[config.mk]
export PLATFORM = sky130hd
export DESIGN_NAME = seq_divider
export DESIGN_NICKNAME = d
export VERILOG_FILES = /design/src/rtl/seq_divider_pkg.sv /design/src/rtl/seq_divider_datapath.sv /design/src/rtl/seq_divider.sv
export SDC_FILE = /design/constraint.sdc
export NUM_CORES = 1
export LEC_CHECK = 0
export BUFFER_PORTS_ARGS = -buffer_cell sky130_fd_sc_hd__buf_4
export CAP_MARGIN = 20
export CORE_ASPECT_RATIO = 0.75
export CORE_MARGIN = 5
export CORE_UTILIZATION = 53
export CTS_CLUSTER_SIZE = 14
export DETAILED_ROUTE_END_ITERATION = 8
export PLACE_DENSITY = 0.74
export SLEW_MARGIN = 10
export SYNTH_ARGS = -nofsm -noshare
export SYNTH_HDL_FRONTEND = slang
export SYNTH_SLANG_ARGS = --single-unit
export TNS_END_PERCENT = 10
[constraint.sdc]
create_clock -name clk -period 2.05 [get_ports clk]
set_clock_uncertainty 0.2 [all_clocks]
set_input_delay 0.41 -clock clk [delete_from_list [all_inputs] [get_ports clk]]
set_output_delay 0.41 -clock clk [all_outputs]
set_load 0.01 [all_outputs]
[src/rtl/seq_divider_pkg.sv]
// Shared constants for the sequential restoring divider: default width,
// controller state encodings and the divide-by-zero quotient pattern.
package seq_divider_pkg;

    localparam int WIDTH_DEF = 6;

    localparam logic [WIDTH_DEF-1:0] Q_ALL_ONES = '1;

    localparam logic [2:0] S_IDLE  = 3'd0;
    localparam logic [2:0] S_LDQ   = 3'd1;
    localparam logic [2:0] S_LDM   = 3'd2;
    localparam logic [2:0] S_ITER  = 3'd3;
    localparam logic [2:0] S_OUT_R = 3'd4;
    localparam logic [2:0] S_OUT_Q = 3'd5;

endpackage

[src/rtl/seq_divider_datapath.sv]
// A/Q/M registers of the restoring divider: one shift-subtract-restore step per
// iter cycle, plus zero-divisor detect and the sticky divide-by-zero flag.
module seq_divider_datapath
    import seq_divider_pkg::*;
#(
    parameter int WIDTH = WIDTH_DEF
) (
    input  logic             clk,
    input  logic             rst,
    input  logic             ld_q,
    input  logic             ld_m,
    input  logic             iter,
    input  logic             clr_flag,
    input  logic [WIDTH-1:0] in_bus,
    output logic [WIDTH-1:0] rem,
    output logic [WIDTH-1:0] quo,
    output logic             div_zero,
    output logic             dbz_flag
);

    logic [WIDTH:0]   a;
    logic [WIDTH-1:0] q;
    logic [WIDTH-1:0] m;
    logic [WIDTH+1:0] a_sh;
    logic [WIDTH+1:0] trial;
    logic             trial_neg;

    // Shifted A carries the top dividend bit; trial sign decides restore.
    assign a_sh      = {a, q[WIDTH-1]};
    assign trial     = a_sh - {2'b00, m};
    assign trial_neg = trial[WIDTH+1];
    assign div_zero  = (in_bus == '0);
    assign rem       = a[WIDTH-1:0];
    assign quo       = q;

    always_ff @(posedge clk) begin
        if (rst) begin
            a        <= '0;
            q        <= '0;
            m        <= '0;
            dbz_flag <= 1'b0;
        end else begin
            if (clr_flag) begin
                dbz_flag <= 1'b0;
            end
            if (ld_q) begin
                q <= in_bus;
                a <= '0;
            end
            if (ld_m) begin
                m <= in_bus;
                if (div_zero) begin
                    a        <= {1'b0, q};
                    q        <= '1;
                    dbz_flag <= 1'b1;
                end
            end
            if (iter) begin
                a <= trial_neg ? a_sh[WIDTH:0] : trial[WIDTH:0];
                q <= {q[WIDTH-2:0], ~trial_neg};
            end
        end
    end

endmodule

[src/rtl/seq_divider.sv]
// Sequential unsigned restoring divider: controller FSM and iteration counter
// around the datapath; remainder then quotient on outBus on consecutive cycles.
module seq_divider
    import seq_divider_pkg::*;
#(
    parameter int WIDTH = WIDTH_DEF
) (
    input  logic             clk,
    input  logic             rst,
    input  logic             start,
    input  logic [WIDTH-1:0] inBus,
    output logic [WIDTH-1:0] outBus,
    output logic             ready,
    output logic             done,
    output logic             remSel,
    output logic             divByZero
);

    localparam int CW = $clog2(WIDTH + 1);

    logic [2:0]       state;
    logic [CW-1:0]    cnt;
    logic [WIDTH-1:0] rem;
    logic [WIDTH-1:0] quo;
    logic             div_zero;
    logic             accept;

    assign accept = (state == S_IDLE) && start;

    seq_divider_datapath #(.WIDTH(WIDTH)) u_dp (
        .clk      (clk),
        .rst      (rst),
        .ld_q     (state == S_LDQ),
        .ld_m     (state == S_LDM),
        .iter     (state == S_ITER),
        .clr_flag (accept),
        .in_bus   (inBus),
        .rem      (rem),
        .quo      (quo),
        .div_zero (div_zero),
        .dbz_flag (divByZero)
    );

    always_ff @(posedge clk) begin
        if (rst) begin
            state <= S_IDLE;
            cnt   <= '0;
        end else begin
            case (state)
                S_IDLE:  if (start) state <= S_LDQ;
                S_LDQ:   state <= S_LDM;
                S_LDM: begin
                    cnt   <= CW'(WIDTH);
                    state <= div_zero ? S_OUT_R : S_ITER;
                end
                S_ITER: begin
                    cnt <= cnt - 1'b1;
                    // Last iteration when the count is about to hit zero.
                    if (cnt == CW'(1)) state <= S_OUT_R;
                end
                S_OUT_R: state <= S_OUT_Q;
                S_OUT_Q: state <= S_IDLE;
                default: state <= S_IDLE;
            endcase
        end
    end

    always_comb begin
        ready  = (state == S_IDLE);
        done   = (state == S_OUT_R) || (state == S_OUT_Q);
        remSel = (state == S_OUT_R);
        outBus = '0;
        if (state == S_OUT_R) outBus = rem;
        else if (state == S_OUT_Q) outBus = quo;
    end

endmodule

==> Yosys cells after proc, flatten, opt, wreduce, memory -nomap -nowiden <==
Cells that the tools add are included.
{ "word_totals": {"out_inout_bits": 10, "register_bits": 26} }
{ "op_classes": {"eq_ne": 8, "n_bitwise": 1, "muxes": 19, "n_reduce_logical": 6, "add_sub_neg": 2} }
{ "op_table": {"columns": ["op", "count"], "rows": [
  ["$mux 6", 6],
  ["$mux 7", 5],
  ["$pmux 3 s5", 1],
  ["$mux 3", 3],
  ["$sub 8x6->8", 1],
  ["$eq 3x1->1 const B", 2],
  ["$eq 3x2->1 const B", 2],
  ["$eq 3x3->1 const B", 2],
  ["$logic_not 6->1", 1],
  ["$pmux 3 s2", 1],
  ["$ne 2x2->1 const B", 2],
  ["$logic_not 3->1", 1],
  ["$mux 1", 3],
  ["$sub 3x1->3 const B", 1],
  ["$reduce_and 2->1", 1],
  ["$reduce_bool 2->1", 1],
  ["$logic_and 1x1->1", 1],
  ["$logic_or 1x1->1", 1],
  ["$not 1->1", 1]
]} }

==> Depth between registers and ports, before layout <==
{ "logic_depth": {"ltp_word": 5, "depth_mapped": 10, "depth_no_buf": 10} }

==> Cells and area by module <==
From an unflattened synthesis, not the netlist that was laid out.
{ "hier_totals": {"cells_unflattened": 215, "area_unflattened_um2": 1793.0} }
{ "modules_own_cells": {"columns": ["module", "cells_each", "seq_area_each_um2", "instances", "area_per_inst_um2"], "rows": [
  ["seq_divider_datapath", 152, 400.4, 1, 1288.7],
  ["seq_divider", 63, 120.1, 1, 504.2]
]} }

==> Worst setup path before layout <==
No wires, ideal clock.
{ "synth_path": {"path_kind": "register to register", "start": "register u_dp.q[5], in the netlist u_dp.quo[5]", "end": "register u_dp.a[4]", "path_stages_with_launch": 9, "setup_time_ps": 79, "required_ps": 1771, "path_slack_ps": -159, "arrival_ps": 1930, "cell_sequence": "dfxtp_1 -> inv_1 -> ha_1 -> nand2b_1 -> a21oi_2 -> a41oi_2 -> xor2_2 -> or4_1 -> o211ai_1"} }
{ "synth_via": {"elab_chain_len": 3} }
{ "synth_lines": {"columns": ["element", "line", "rtl"], "rows": [
  ["start, declared", "seq_divider_datapath.sv:22", "logic [WIDTH-1:0] q;"],
  ["start signal, assigned", "seq_divider_datapath.sv:47", "q <= in_bus;"],
  ["start signal, assigned", "seq_divider_datapath.sv:60", "q <= {q[WIDTH-2:0], ~trial_neg};"],
  ["$sub 8x6->8", "seq_divider_datapath.sv:30", "assign trial = a_sh - {2'b00, m};"],
  ["$mux 7", "seq_divider_datapath.sv:59", "a <= trial_neg ? a_sh[WIDTH:0] : trial[WIDTH:0];"],
  ["$mux 7", "seq_divider_datapath.sv:58", "if (iter) begin"],
  ["end signal, assigned", "seq_divider_datapath.sv:53", "a <= {1'b0, q};"],
  ["end signal, assigned", "seq_divider_datapath.sv:59", null],
  ["end, declared", "seq_divider_datapath.sv:21", "logic [WIDTH:0] a;"]
]} }
No other way between the ends.
A chain may end at the register's enable or synchronous reset.

==> Worst setup path after layout <==
{ "layout_path": {"start": "register u_dp.q[5], in the netlist u_dp.quo[5]", "end": "register u_dp.a[6]"} }
Same word-level chain as after synthesis.

==> flow_summary.json <==
{
  "met2_usage": 0.384,
  "synth_area_per_cell_um2": 7.33,
  "power_density_mw_per_mm2": 589,
  "synth-compound-area-share": 0.230,
  "ys_seq_area_frac": 0.290,
  "critPathMaxFanout": 2,
  "cp.required_ns": 2.02,
  "nFillCells": 259,
  "yosysTopAreaCellShare": 0.290,
  "io_pins": 19,
  "cap_violations": 0,
  "fin_crit_sh": 1.09,
  "grt_pass1_wl_mm": 8.69,
  "drv_slew": 0,
  "top_usage_layer": "met2",
  "cp_num_buf_inv": 3,
  "core-area_mm2": 0.00327,
  "synth-edff-count": 0,
  "cts_buffers": 3,
  "grt-ovfl-total": 0,
  "path_clk_slew_ns": 0.10,
  "crit_family": "compound AO/OA/AOI/OAI gates",
  "ys_seq_elements": 26,
  "cts.sink_count": 26,
  "antenna_found_initial": 0,
  "die_height_um": 60.4,
  "initial_core_util": 0.550,
  "vias": 1911,
  "status": "complete, but fails checks",
  "relSlewSlack": 0.613,
  "path_class": "reg2reg",
  "setup_viol": 6,
  "clockBufferDepth": 2,
  "port_buffers": 18,
  "first_global_vias": 1774,
  "routed_wl_mm": 5.17,
  "syn-num-nets": 263,
  "min_path_cells": 3,
  "die_w_um": 77.2,
  "cts_tree": "yes",
  "dp_hpwl_mm": 3.82,
  "yosys.area_share.xor_xnor": 0.0286,
  "finalHoldViolCount": 0,
  "final_area_mm2": 0.00244,
  "synth_top_family_by_area": "simple AND/OR/NAND/NOR gates",
  "slowest_delay_ns": 0.36,
  "drt-vias-per-instance": 5.72,
  "synth_top_cell_by_area": "dfxtp_1",
  "crit_chain": "inv_2 > ha_4 > inv_2 > fa_2 > a211oi_4 > buf_4 > o21bai_1 > a21oi_2 > a2111oi_1 > or2_1",
  "synthAdderAreaFrac": 0.0669,
  "n_antenna_cell": 0,
  "dr.pass1.iters": 4,
  "power_mw": 1.44,
  "drive_gt1_frac": 0.333,
  "crit_arrival_ns": 2.21,
  "final_common_cell": "nor2_1",
  "postSynthCellCount": 245,
  "post-route-min-period_ns": 2.24,
  "ant_nets": 0,
  "ys_async_sr_fraction": 0,
  "final_cell_mix": "67 x nor2_1, 59 x buf_4, 26 x a21oi_1",
  "insertion_delay_ns": 0.28,
  "synthToLayoutAreaGrowth_pct": 35.8,
  "ctsRootBufferMaster": "clkbuf_8",
  "htreeDepth": 1,
  "syn_area_mm2": 0.00180,
  "worst-path-stages": 10,
  "drc": 0,
  "clock.fmax_ghz": 0.446,
  "cp-end-kind": "flop",
  "hp-class": "in2reg",
  "grt_use_met1": 0.331,
  "rsz0062_at_grt": "yes",
  "synth.distinct_cells": 52,
  "synth_simple_gate_area_share": 0.303,
  "crit_top_cell": "inv_2",
  "gp_congestion": 0.902,
  "nets": 313,
  "reg2reg_depth": 10,
  "grtUsageTotal": 0.234,
  "wl_per_cell_um": 15.5,
  "grt_max_degree": 37,
  "worstMarginPinSlew_ns": 0.578,
  "startpoint_type": "flop",
  "setup_slack_ns": -0.191,
  "synth_mux_area_frac": 0.0230,
  "yosys_warnings": 0,
  "crit_slowest_cell": "fa_2",
  "synth-main-ff-cell": "dfxtp_1",
  "placed_area_mm2": 0.00228,
  "violations": "negative setup slack",
  "drt_iter0_drc": 202,
  "ir_drop_uv": 406,
  "p_leak_nw": 0.996,
  "ys_top_cells_by_area": "dfxtp_1 29%, nor2_1 14%, a21oi_1 7.5%, ha_1 5.6%, inv_1 2.9%",
  "dieArea_mm2": 0.00466,
  "rows": 18,
  "grt_use_met3": 0.0504
}
power by group:
part / total (mW) / leakage [nW] / switching [mW] / internal [mW]
logic: 0.444 / 0.746 / 0.236 / 0.208
registers: 0.557 / 0.214 / 0.0269 / 0.530
clock network: 0.437 / 0.0357 / 0.175 / 0.262
synth_stat cells (2+ instances only):
cell type,count
dfxtp_1,26
o21ai_0,6
xnor2_1,3
or4_1,3
a311oi_1,2
nand2_1,6
ha_1,8
mux2i_1,3
nor2_1,68
nand2b_1,4
a221o_1,2
a221oi_1,3
nor4_1,5
o211ai_1,2
a21oi_1,27
nand4b_1,2
and3_1,5
nor3_1,3
nor2b_1,5
inv_1,14
a31oi_1,3
clkbuf_1,13
o21ai_1,3
state kept, by name, summed over array words and instances (netlist names):
name and flops:
cnt 3, state 3, u_dp.quo 6, u_dp.dbz_flag 1, u_dp.m 6, u_dp.a 7
stage by stage:
stage / setup slack [ns] / hold WS, ns / utilization / cells / TNS, ns
final: -0.191 / 0.227 / 0.747 / 334 / -0.697
after global routing: -0.298 / 0.252 / 0.747 / 334 / -1.66
after CTS: -0.117 / 0.233 / 0.742 / 334 / -0.490
after detailed placement: -0.216 / 0.294 / 0.699 / 326 / -1.89
after global placement: -0.191 / 0.269 / 0.699 / 326 / -1.51
after floorplan: -0.0709 / 0.249 / - / 245 / -0.204
cells by family (layout without fill, tap and decap cells):
logic type      count (synthesis)  count (layout)
compound gates                 62              62
xor+xnor                        5               5
fa+ha+maj                       9               9
buf+inv                        28              77
flops                          26              26
mux                             4               4
simple gates                  111             111
metal layers:
metal  share of wire  wire length [µm]  up-vias
met3           0.073               378        4
met2            0.45              2340       75
met4          0.0037                19        0
li1                -                 -      966
met5               0                 0        -
met1            0.47              2430      866
final cells by class:
| cell class | instances | area, µm² | area share |
|---|---|---|---|
| Inverter | 14 | 52.6 | 0.0215 |
| Sequential cell | 26 | 528 | 0.217 |
| Tap cell | 40 | 50.0 | 0.0205 |
| Clock buffer | 3 | 41.3 | 0.0169 |
| Timing Repair Buffer | 59 | 443 | 0.182 |
| Multi-Input combinational cell | 191 | 1290 | 0.531 |
| Clock inverter | 1 | 30.0 | 0.0123 |
tightest hold or removal path: cells and delay by family:
family,cells,cell delay [ns]
and+or+nand+nor,1,0.07
buffers and inverters,1,0.13
AOI/OAI and AO/OA,1,0.07
worst paths after layout:
kind	from	endpoint	slack [ns]
min reg2reg	cnt[1]	cnt[1]	0.30
max reg2reg	u_dp.quo[5]	u_dp.a[6]	-0.19
min	inBus[4]	u_dp.m[4]	0.23
max	u_dp.quo[5]	u_dp.a[6]	-0.19
timing repair:
| item | CTS | global route |
|---|---|---|
| setup endpoints to repair | 15 | 14 |
| buffers inserted | 4 | 0 |
| gates resized for setup | 13 | 3 |
| pin swaps | 9 | 0 |
| hold buffers | 0 | 0 |
No activity file was read; power rests on OpenSTA's default activity.
